[src/rtl/ara_acc_sequencer.sv]
// ara_acc_sequencer
//
// Issue/response sequencer between the scalar core's accelerator port and the
// Ara request/response interface. Core instructions go into a small issue FIFO.
// They are forwarded to Ara from the FIFO head while fewer than MAX_OUTSTANDING
// instructions are in flight. Ara responses pass through a one-entry register
// back to the core. A level-sensitive drain handshake lets the core quiesce the
// block for fences and context switches.
//
// Optional feature: define ARA_SEQ_PERF_CNT_EN to add the perf_issued_o and
// perf_stall_o counters. These are 32-bit and wrap.
//
// Ports:
//   clk_i, rst_ni           clock, asynchronous active-low reset
//   core_req_*              core -> sequencer instruction (valid/ready)
//   core_resp_*             sequencer -> core response (valid/ready)
//   acc_req_*, acc_insn_o.. sequencer -> Ara instruction, driven from the FIFO head
//   acc_resp_*, acc_result_i.. Ara -> sequencer response
//   drain_req_i/drain_done_o quiesce request (level) / all work returned
//   outstanding_o           instructions issued to Ara and not yet responded
//   perf_issued_o, perf_stall_o  (only with ARA_SEQ_PERF_CNT_EN)

module ara_acc_sequencer #(
  parameter int unsigned TRANS_ID_WIDTH  = 3,
  parameter int unsigned DEPTH           = 4,
  parameter int unsigned MAX_OUTSTANDING = 8,
  localparam int unsigned OutW           = $clog2(MAX_OUTSTANDING + 1)
) (
  input  logic                      clk_i,
  input  logic                      rst_ni,
  // Core request
  input  logic                      core_req_valid_i,
  output logic                      core_req_ready_o,
  input  logic [31:0]               core_insn_i,
  input  logic [63:0]               core_rs1_i,
  input  logic [63:0]               core_rs2_i,
  input  logic [1:0]                core_frm_i,
  input  logic [TRANS_ID_WIDTH-1:0] core_trans_id_i,
  // Core response
  output logic                      core_resp_valid_o,
  input  logic                      core_resp_ready_i,
  output logic [63:0]               core_resp_result_o,
  output logic [TRANS_ID_WIDTH-1:0] core_resp_trans_id_o,
  output logic                      core_resp_error_o,
  // Ara request
  output logic                      acc_req_valid_o,
  input  logic                      acc_req_ready_i,
  output logic [31:0]               acc_insn_o,
  output logic [63:0]               acc_rs1_o,
  output logic [63:0]               acc_rs2_o,
  output logic [1:0]                acc_frm_o,
  output logic [TRANS_ID_WIDTH-1:0] acc_trans_id_o,
  // Ara response
  input  logic                      acc_resp_valid_i,
  output logic                      acc_resp_ready_o,
  input  logic [63:0]               acc_result_i,
  input  logic [TRANS_ID_WIDTH-1:0] acc_trans_id_i,
  input  logic                      acc_error_i,
  // Drain handshake and status
  input  logic                      drain_req_i,
  output logic                      drain_done_o,
`ifdef ARA_SEQ_PERF_CNT_EN
  output logic [31:0]               perf_issued_o,
  output logic [31:0]               perf_stall_o,
`endif
  output logic [OutW-1:0]           outstanding_o
);

  localparam int unsigned PtrW = $clog2(DEPTH);
  // FIFO entry layout, MSB first: insn | rs1 | rs2 | frm | trans_id
  localparam int unsigned EntW = 32 + 64 + 64 + 2 + TRANS_ID_WIDTH;

  typedef enum logic [1:0] {StRun, StDrain, StDone} state_e;

  // ---------------------------------------------------------------------------
  // Handshakes
  // ---------------------------------------------------------------------------
  logic core_push;
  logic acc_issue;
  logic acc_resp_hs;
  logic core_resp_hs;

  assign core_push    = core_req_valid_i && core_req_ready_o;
  assign acc_issue    = acc_req_valid_o && acc_req_ready_i;
  assign acc_resp_hs  = acc_resp_valid_i && acc_resp_ready_o;
  assign core_resp_hs = core_resp_valid_o && core_resp_ready_i;

  // ---------------------------------------------------------------------------
  // Issue FIFO
  // ---------------------------------------------------------------------------
  // The pointers carry one extra wrap bit, so full and empty differ without a
  // separate count register.
  logic [PtrW:0]     wptr_q, wptr_d;
  logic [PtrW:0]     rptr_q, rptr_d;
  logic [PtrW:0]     fifo_cnt;
  logic              fifo_empty;
  logic              fifo_full;
  logic [EntW-1:0]   fifo_mem_q [DEPTH];
  logic [EntW-1:0]   fifo_wdata;
  logic [EntW-1:0]   fifo_head;

  assign fifo_cnt   = wptr_q - rptr_q;
  assign fifo_empty = (fifo_cnt == '0);
  assign fifo_full  = (fifo_cnt == (PtrW + 1)'(DEPTH));
  assign fifo_wdata = {core_insn_i, core_rs1_i, core_rs2_i, core_frm_i, core_trans_id_i};

  always_comb begin
    wptr_d = wptr_q;
    rptr_d = rptr_q;
    if (core_push) wptr_d = wptr_q + 1'b1;
    if (acc_issue) rptr_d = rptr_q + 1'b1;
  end

  always_ff @(posedge clk_i or negedge rst_ni) begin
    if (!rst_ni) begin
      wptr_q <= '0;
      rptr_q <= '0;
    end else begin
      wptr_q <= wptr_d;
      rptr_q <= rptr_d;
    end
  end

  // Storage needs no reset: the head is masked while the FIFO is empty.
  always_ff @(posedge clk_i) begin
    if (core_push) fifo_mem_q[wptr_q[PtrW-1:0]] <= fifo_wdata;
  end

  // Masking keeps the acc_* fields at zero after reset and while idle. A push
  // never overwrites the occupied head slot, so the fields hold while stalled.
  assign fifo_head = fifo_empty ? '0 : fifo_mem_q[rptr_q[PtrW-1:0]];

  assign acc_insn_o     = fifo_head[EntW-1 -: 32];
  assign acc_rs1_o      = fifo_head[EntW-33 -: 64];
  assign acc_rs2_o      = fifo_head[EntW-97 -: 64];
  assign acc_frm_o      = fifo_head[TRANS_ID_WIDTH +: 2];
  assign acc_trans_id_o = fifo_head[TRANS_ID_WIDTH-1:0];

  // ---------------------------------------------------------------------------
  // Outstanding counter
  // ---------------------------------------------------------------------------
  logic [OutW-1:0] out_q, out_d;
  logic            out_dec;

  // A response with nothing in flight breaks the protocol. It is ignored so the
  // counter cannot wrap below zero.
  assign out_dec = acc_resp_hs && (out_q != '0);

  always_comb begin
    out_d = out_q;
    if (acc_issue && !out_dec)      out_d = out_q + 1'b1;
    else if (!acc_issue && out_dec) out_d = out_q - 1'b1;
  end

  always_ff @(posedge clk_i or negedge rst_ni) begin
    if (!rst_ni) out_q <= '0;
    else         out_q <= out_d;
  end

  // The cap also bounds the counter: no issue can happen at MAX_OUTSTANDING.
  assign acc_req_valid_o = !fifo_empty && (out_q < OutW'(MAX_OUTSTANDING));
  assign outstanding_o   = out_q;

  // ---------------------------------------------------------------------------
  // Response register
  // ---------------------------------------------------------------------------
  logic                      resp_full_q, resp_full_d;
  logic [63:0]               resp_result_q;
  logic [TRANS_ID_WIDTH-1:0] resp_id_q;
  logic                      resp_err_q;

  // A full register can still take a new response when the core drains it in
  // the same cycle. This sustains one response per cycle.
  assign acc_resp_ready_o = !resp_full_q || core_resp_ready_i;

  always_comb begin
    resp_full_d = resp_full_q;
    if (acc_resp_hs)       resp_full_d = 1'b1;
    else if (core_resp_hs) resp_full_d = 1'b0;
  end

  always_ff @(posedge clk_i or negedge rst_ni) begin
    if (!rst_ni) begin
      resp_full_q   <= 1'b0;
      resp_result_q <= '0;
      resp_id_q     <= '0;
      resp_err_q    <= 1'b0;
    end else begin
      resp_full_q <= resp_full_d;
      if (acc_resp_hs) begin
        resp_result_q <= acc_result_i;
        resp_id_q     <= acc_trans_id_i;
        resp_err_q    <= acc_error_i;
      end
    end
  end

  assign core_resp_valid_o    = resp_full_q;
  assign core_resp_result_o   = resp_result_q;
  assign core_resp_trans_id_o = resp_id_q;
  assign core_resp_error_o    = resp_err_q;

  // ---------------------------------------------------------------------------
  // Drain state machine
  // ---------------------------------------------------------------------------
  state_e state_q, state_d;
  logic   quiesced;

  // Counts the response being taken by the core this cycle as already gone.
  // drain_done_o therefore rises the cycle after the last response is accepted.
  assign quiesced = fifo_empty && (out_q == '0) && (!resp_full_q || core_resp_ready_i);

  always_ff @(posedge clk_i or negedge rst_ni) begin
    if (!rst_ni) state_q <= StRun;
    else         state_q <= state_d;
  end

  always_comb begin
    state_d = state_q;
    unique case (state_q)
      StRun: begin
        if (drain_req_i) state_d = StDrain;
      end
      StDrain: begin
        if (!drain_req_i)  state_d = StRun;
        else if (quiesced) state_d = StDone;
      end
      StDone: begin
        if (!drain_req_i) state_d = StRun;
      end
      default: state_d = StRun;
    endcase
  end

  // The ready signal ignores any pop in the same cycle. This keeps it off the
  // Ara ready path.
  always_comb begin
    core_req_ready_o = 1'b0;
    drain_done_o     = 1'b0;
    unique case (state_q)
      StRun:   core_req_ready_o = !fifo_full;
      StDrain: core_req_ready_o = 1'b0;
      StDone:  drain_done_o     = 1'b1;
      default: core_req_ready_o = 1'b0;
    endcase
  end

  // ---------------------------------------------------------------------------
  // Optional performance counters
  // ---------------------------------------------------------------------------
`ifdef ARA_SEQ_PERF_CNT_EN
  logic [31:0] perf_issued_q, perf_issued_d;
  logic [31:0] perf_stall_q, perf_stall_d;

  // A stall is a cycle with queued work that is held back only by the cap.
  always_comb begin
    perf_issued_d = perf_issued_q;
    perf_stall_d  = perf_stall_q;
    if (acc_issue)                        perf_issued_d = perf_issued_q + 32'd1;
    if (!fifo_empty && !acc_req_valid_o)  perf_stall_d  = perf_stall_q + 32'd1;
  end

  always_ff @(posedge clk_i or negedge rst_ni) begin
    if (!rst_ni) begin
      perf_issued_q <= '0;
      perf_stall_q  <= '0;
    end else begin
      perf_issued_q <= perf_issued_d;
      perf_stall_q  <= perf_stall_d;
    end
  end

  assign perf_issued_o = perf_issued_q;
  assign perf_stall_o  = perf_stall_q;
`endif

endmodule
[config.mk]
export PLATFORM = sky130hd
export DESIGN_NAME = ara_acc_sequencer
export DESIGN_NICKNAME = d
export VERILOG_FILES = /design/src/rtl/ara_acc_sequencer.sv
export SDC_FILE = /design/constraint.sdc
export NUM_CORES = 1
export LEC_CHECK = 0
export ABC_AREA = 1
export CAP_MARGIN = 20
export CORE_MARGIN = 2
export CORE_UTILIZATION = 45
export DETAILED_ROUTE_END_ITERATION = 10
export GPL_TIMING_DRIVEN = 0
export PLACE_DENSITY = 0.75
export SETUP_SLACK_MARGIN = 0.15
export SLEW_MARGIN = 20
export SYNTH_ARGS = -nofsm -noshare
export SYNTH_HDL_FRONTEND = slang
export SYNTH_SLANG_ARGS = --single-unit
export TNS_END_PERCENT = 5
[constraint.sdc]
create_clock -name clk_i -period 11.41 [get_ports clk_i]
set_clock_uncertainty 0.1 [all_clocks]
set_input_delay 2.8525 -clock clk_i [delete_from_list [all_inputs] [get_ports clk_i]]
set_output_delay 2.8525 -clock clk_i [all_outputs]
set_load 0.02 [all_outputs]
-- After elaboration in Yosys (flattened, before gate mapping)
Memory sizes are Yosys's and may differ from the RTL's.
Cells that the tools add are included.
- flip-flop bits (word level): 81
- bits in latches: 0
- bits in writable memories: 660
- ROM bits: 0
- input port bits: 240
- output and inout bits: 242
- word-level logic and storage cells: 58
- memories: 1
- memory list (name ; depth ; bits a word ; read ports ; clocked after Yosys merged registers in ; write ports ; RTL line ; text):
    fifo_mem_q ; 4 ; 165 ; 1 ; 0 ; 1 ; 98 ; logic [EntW-1:0] fifo_mem_q [DEPTH];
- $add $sub $neg: 5
- multipliers: 0
- divide/modulo/power cells: 0
- magnitude comparators: 1
- equal/unequal tests: 6
- shift operators: 0
- muxes and demuxes: 14
- bitwise operators: 0
- reductions and logical operators: 23
- operators with widths (cell ; number):
    $mux 165 ; 1
    $logic_and 1x1->1 ; 10
    $mux 2 ; 4
    $mux 4 ; 2
    $add 3x1->3 const B ; 2
    $mux 1 ; 6
    $pmux 2 s3 ; 1
    $logic_not 1->1 ; 5
    $add 4x1->4 const B ; 1
    $logic_not 4->1 ; 1
    $lt 4x4->1 const B ; 1
    $ne 2x2->1 const B ; 2
    $reduce_bool 2->1 ; 2
    $reduce_bool 4->1 ; 1
    $sub 4x1->4 const B ; 1
    $eq 3x3->1 const B ; 1
    $logic_not 3->1 ; 1
    $ne 3x3->1 const B ; 1
    $reduce_and 3->1 ; 1
    $sub 3x3->3 ; 1
    $eq 2x1->1 const B ; 1
    $eq 2x2->1 const B ; 1
    $logic_not 2->1 ; 1
    $logic_or 1x1->1 ; 1

-- Longest topological paths before layout
- word-level depth: 9
- mapped depth: 20
- gate-level depth less buffers: 18

-- Worst setup path after synthesis
OpenSTA, ideal clock, no wires.
- path kind: input port to flip-flop
- start: in core_req_valid_i
- end: mem fifo_mem_q[0][0] (netlist name) (enable)
- setup time: 693 ps
- arrival time: 9917 ps
- data required time: 10617 ps
- slack: 700 ps
- stages on the path: 2
- path buffers: 0
- cells stage by stage: nand3_1 -> nor2_1
- longest elaborated chain between the ends: 3
- RTL lines (item ; RTL line ; text):
    start: declaration ; 32 ; input logic core_req_valid_i,
    $logic_and 1x1->1 ; 83 ; assign core_push = core_req_valid_i && core_req_ready_o;
    $mux 1 ; 126 ; if (core_push) fifo_mem_q[wptr_q[PtrW-1:0]] <= fifo_wdata;
    $mux 1 (not written as such) ; 126 ;
    end: declaration ; 98 ;
No other way between the ends.

-- Final worst setup path
- start: reg rptr_q[1]
- end: out acc_insn_o[1]
- longest elaborated chain between the ends: 3
- elaborated cells between the ends (all ways): 4
- those cells by class: add/sub (1); mux (1); reduce/logical (1); memory (1)
- RTL lines (item ; RTL line ; text):
    start: declaration ; 94 ; logic [PtrW:0] rptr_q, rptr_d;
    start signal: assignment ; 120 ; rptr_q <= rptr_d;
    $sub 3x3->3 ; 102 ; assign fifo_cnt = wptr_q - rptr_q;
    $logic_not 3->1 ; 103 ; assign fifo_empty = (fifo_cnt == '0);
    $mux 165 * ; 131 ; assign fifo_head = fifo_empty ? '0 : fifo_mem_q[rptr_q[PtrW-1:0]];
    end: declaration ; 48 ; output logic [31:0] acc_insn_o,
Every way passes the cells marked *; elsewhere a longest branch is shown, timed or not.

==> metrics.txt <==
# TYPE chip_impl_metric gauge
chip_impl_metric{name="grt_max_degree",unit=""} 42
chip_impl_metric{name="die_area",unit="um^2"} 67000
chip_impl_metric{name="multi_input_area",unit="um^2"} 5840
chip_impl_metric{name="maximum_root_to_sink_buffer_count",unit=""} 3
chip_impl_info{name="critical_path.cell_chain",value="inv_2 -> buf_4 -> clkbuf_1 -> ha_1 -> a21oi_1 -> nand2_1 -> nand3_2 -> buf_6 -> buf_6 -> nand2_1 -> inv_1 -> clkdlybuf4s50_1"} 1
chip_impl_metric{name="floorplan.die.height",unit="um"} 259
chip_impl_metric{name="period_needed",unit="ns"} 7.45
chip_impl_metric{name="gr_usage_total",unit=""} 0.242
chip_impl_info{name="rsz_0062_raised_after_global_routing",value="no"} 1
chip_impl_metric{name="ant_nets",unit=""} 0
chip_impl_metric{name="mappedNetlistNets",unit=""} 2607
chip_impl_metric{name="num-fill-cells",unit=""} 4898
chip_impl_info{name="cts_root_buf",value="sky130_fd_sc_hd__clkbuf_16"} 1
chip_impl_metric{name="tritoncts_buffers",unit=""} 77
chip_impl_metric{name="finalCritPeriodShare",unit=""} 0.653
chip_impl_metric{name="summed_instance_area_of_the_synthesized_netlist",unit="um^2"} 29200
chip_impl_metric{name="ir_drop",unit="uV"} 257
chip_impl_metric{name="synth_cell_type_count",unit=""} 24
chip_impl_metric{name="synth_cells",unit=""} 2356
chip_impl_metric{name="clock_insertion_delay_worst_skew",unit="ns"} 0.62
chip_impl_info{name="cts_tree",value="done"} 1
chip_impl_metric{name="first_global_vias",unit=""} 21100
chip_impl_metric{name="power",unit="mW"} 11.3
chip_impl_info{name="synth_largest_area_cell",value="sky130_fd_sc_hd__edfxtp_1"} 1
chip_impl_metric{name="cts.repair_timing.setup_buffer_count",unit=""} 0
chip_impl_metric{name="net_count_final",unit=""} 3203
chip_impl_metric{name="drc",unit=""} 0
chip_impl_metric{name="worstPathRequired",unit="ns"} 8.46
chip_impl_metric{name="initial_utilization",unit=""} 0.454
chip_impl_metric{name="antenna_found_initial",unit=""} 16
chip_impl_metric{name="detailed_place_hpwl",unit="um"} 56200
chip_impl_metric{name="detail_route.vias_per_cell",unit=""} 5.36
chip_impl_metric{name="post_route_cells_drive_above_1_share",unit=""} 0.0724
chip_impl_info{name="synthTopCellsByArea",value="sky130_fd_sc_hd__edfxtp_1 68%, sky130_fd_sc_hd__dfrtp_1 6.9%, sky130_fd_sc_hd__nand2_1 5.3%"} 1
chip_impl_info{name="worst_hold_path_type",value="reg2reg"} 1
chip_impl_metric{name="synth-warning-count",unit=""} 0
chip_impl_metric{name="setup_total_negative_slack",unit="ns"} 0
chip_impl_info{name="timing.setup.critical_path_class",value="reg2out"} 1
chip_impl_metric{name="power_per_cell_area",unit="nW/um^2"} 295
chip_impl_info{name="slowest_stage_cell_cp",value="sky130_fd_sc_hd__clkdlybuf4s50_1"} 1
chip_impl_metric{name="route.vias.total",unit=""} 20800
chip_impl_metric{name="register_area",unit="um^2"} 21800
chip_impl_metric{name="post_synthesis_register_bit_count",unit=""} 741
chip_impl_metric{name="hold_violations",unit=""} 0
chip_impl_metric{name="synth_async_sr_flop_share",unit=""} 0.109
chip_impl_metric{name="post_synth.cell_area_avg",unit="um^2"} 12.4
chip_impl_metric{name="layout-area-overhead-vs-synth",unit="%"} 31.4
chip_impl_metric{name="worstMarginPinSlew",unit="ns"} 0.659
chip_impl_metric{name="cp.arrival",unit="ns"} 4.49
chip_impl_info{name="ys_top_cells_by_count",value="660 x sky130_fd_sc_hd__edfxtp_1, 409 x sky130_fd_sc_hd__nand2_1, 343 x sky130_fd_sc_hd__nor2_1"} 1
chip_impl_info{name="yosysMostFrequentCell",value="sky130_fd_sc_hd__edfxtp_1"} 1
chip_impl_metric{name="rows",unit=""} 93
chip_impl_metric{name="maxSlewViolCount",unit=""} 0
chip_impl_metric{name="setup_violations",unit=""} 0
chip_impl_metric{name="fin_worst_hold_slack",unit="ns"} 0.369
chip_impl_info{name="synthFlopType",value="sky130_fd_sc_hd__edfxtp_1"} 1
chip_impl_metric{name="cp_slowest_stage_delay",unit="ns"} 0.73
chip_impl_metric{name="slew_headroom",unit=""} 0.560
chip_impl_metric{name="post_cts.resized_instances",unit=""} 0
chip_impl_metric{name="overflow",unit=""} 0
chip_impl_info{name="timing.critical_path.to_type",value="primary output"} 1
chip_impl_metric{name="placement.io_buffers",unit=""} 481
chip_impl_metric{name="pin_count",unit=""} 482
chip_impl_metric{name="design.core.area",unit="um^2"} 64300
chip_impl_metric{name="path_clk_slew",unit="ns"} 0.06
chip_impl_metric{name="cts-hold-fix-buffers",unit=""} 0
chip_impl_metric{name="totalWireLength",unit="um"} 82700
chip_impl_metric{name="grt_first_pass_wirelength",unit="um"} 124000
chip_impl_metric{name="h-tree-depth",unit=""} 3
chip_impl_info{name="critical_path.startpoint_type",value="register"} 1
chip_impl_metric{name="max_freq",unit="GHz"} 0.134
chip_impl_metric{name="first_pass_iters",unit=""} 6
chip_impl_metric{name="routability_cong",unit=""} 0.908
chip_impl_metric{name="cellLeakagePower",unit="nW"} 14.6
chip_impl_metric{name="synth.yosys.seq_area_share",unit=""} 0.747
chip_impl_metric{name="detailedRoute.firstIterationViolations",unit=""} 1986
chip_impl_info{name="run_status",value="finished clean"} 1
chip_impl_metric{name="drt-wirelength-per-cell",unit="um"} 21.4
chip_impl_metric{name="crit_fanout",unit=""} 10
chip_impl_metric{name="synth_top_area_frac",unit=""} 0.678
chip_impl_metric{name="die_x",unit="um"} 259
chip_impl_metric{name="max_cap_violations",unit=""} 0
chip_impl_metric{name="synth_enable_flop_cells",unit=""} 660
chip_impl_metric{name="clkSinkCount",unit=""} 741
[cell type report]
type	count	area share
diodes	8	0.000521
plain buffers	141	0.0222
multi-input cells	1282	0.152
well taps	855	0.0278
flip-flops and latches	741	0.569
clock buffers	99	0.0526
repair buffers	517	0.147
inverters	192	0.0189
clock inverters	37	0.0104
[worst max-delay path: cells and delay by family, from the launching register on]
family,cells,cell delay (ns)
AND/OR/NAND/NOR,3,0.53
AO/OA/AOI/OAI,1,0.22
adder cells (fa/ha/maj),1,0.37
flip-flops,1,0.53
buffers and inverters,7,2.18
[power by group]
part / leakage (nW) / switching, mW / internal (mW) / total [mW]
registers: 6.98 / 0.104 / 3.33 / 3.43
logic: 6.43 / 3.39 / 2.12 / 5.51
clock network: 1.17 / 1.04 / 1.36 / 2.40
total: 14.6 / 4.54 / 6.81 / 11.3
[layer usage]
metal / vias up / global-route usage / part of all wire
met5: - / 0 / 0.0013
li1: 9425 / - / -
met3: 186 / 0.0551 / 0.084
met1: 10200 / 0.312 / 0.39
met2: 962 / 0.408 / 0.49
met4: 16 / 0.0800 / 0.031
[registers in the layout, summed over array words and instances, names as in the netlist]
register and flops:
core_resp_error_o 1, core_resp_valid_o 1, state_q 2, core_resp_result_o 64
fifo_mem_q 660, outstanding_o 4, core_resp_trans_id_o 3, wptr_q 3
rptr_q 3
[layout by cell type (no fill, tap or decap), types with 3 or more instances in the layout]
master / count
sky130_fd_sc_hd__bufinv_16: 4
sky130_fd_sc_hd__clkinv_2: 12
sky130_fd_sc_hd__buf_1: 4
sky130_fd_sc_hd__buf_2: 26
sky130_fd_sc_hd__buf_4: 5
sky130_fd_sc_hd__diode_2: 8
sky130_fd_sc_hd__o21ai_0: 234
sky130_fd_sc_hd__clkdlybuf4s50_1: 480
sky130_fd_sc_hd__buf_16: 15
sky130_fd_sc_hd__buf_12: 21
sky130_fd_sc_hd__clkbuf_16: 77
sky130_fd_sc_hd__nor2_4: 4
sky130_fd_sc_hd__dfrtp_1: 81
sky130_fd_sc_hd__nand2_1: 409
sky130_fd_sc_hd__inv_16: 3
sky130_fd_sc_hd__o21ai_1: 99
sky130_fd_sc_hd__inv_1: 189
sky130_fd_sc_hd__ha_1: 10
sky130_fd_sc_hd__buf_6: 37
sky130_fd_sc_hd__o22ai_1: 165
sky130_fd_sc_hd__xnor2_1: 4
sky130_fd_sc_hd__nor2_1: 339
sky130_fd_sc_hd__edfxtp_1: 660
sky130_fd_sc_hd__nand4_1: 6
sky130_fd_sc_hd__clkbuf_1: 91
sky130_fd_sc_hd__nand3_1: 5
sky130_fd_sc_hd__clkinv_1: 11
[final timing paths]
path / start / slack [ns] / end / cells after the start
worst min register to register: core_resp_result_o[50]$_DFFE_PN0P_ / 0.37 / core_resp_result_o[50]$_DFFE_PN0P_ / 2
min in group asynchronous: rst_ni / 2.11 / core_resp_result_o[10]$_DFFE_PN0P_ / 1
worst max-delay path: rptr_q[1]$_DFFE_PN0P_ / 3.96 / acc_insn_o[1] / 12
max in group asynchronous: rst_ni / 8.49 / rptr_q[0]$_DFFE_PN0P_ / 2
worst min-delay path: core_resp_result_o[50]$_DFFE_PN0P_ / 0.37 / core_resp_result_o[50]$_DFFE_PN0P_ / 2
worst max register to register: rptr_q[1]$_DFFE_PN0P_ / 6.99 / fifo_mem_q[2][51]$_DFFE_PP_ / 12
[through the flow]
step	area, um^2	instances	worst slack, ns	util
after detailed placement	36000	3728	4.25	0.559
after global placement	35100	3692	-5.82	0.546
final	38400	3872	3.96	0.597
after global routing	38400	3869	3.77	0.597
after CTS	38400	3864	3.90	0.597
after floorplan	29200	2356	0.700	-
[cell families after synthesis]
kind of cell               after synthesis  share of synthesized area
xor gates and xnor gates                 6                    0.00180
buffers and inverters                  333                     0.0540
and+or+nand+nor                        766                     0.0996
adders and majority gates               11                    0.00496
DFF                                    741                      0.747
AOI/OAI and AO/OA                      499                     0.0925
Power figures use the tool's default switching activity.
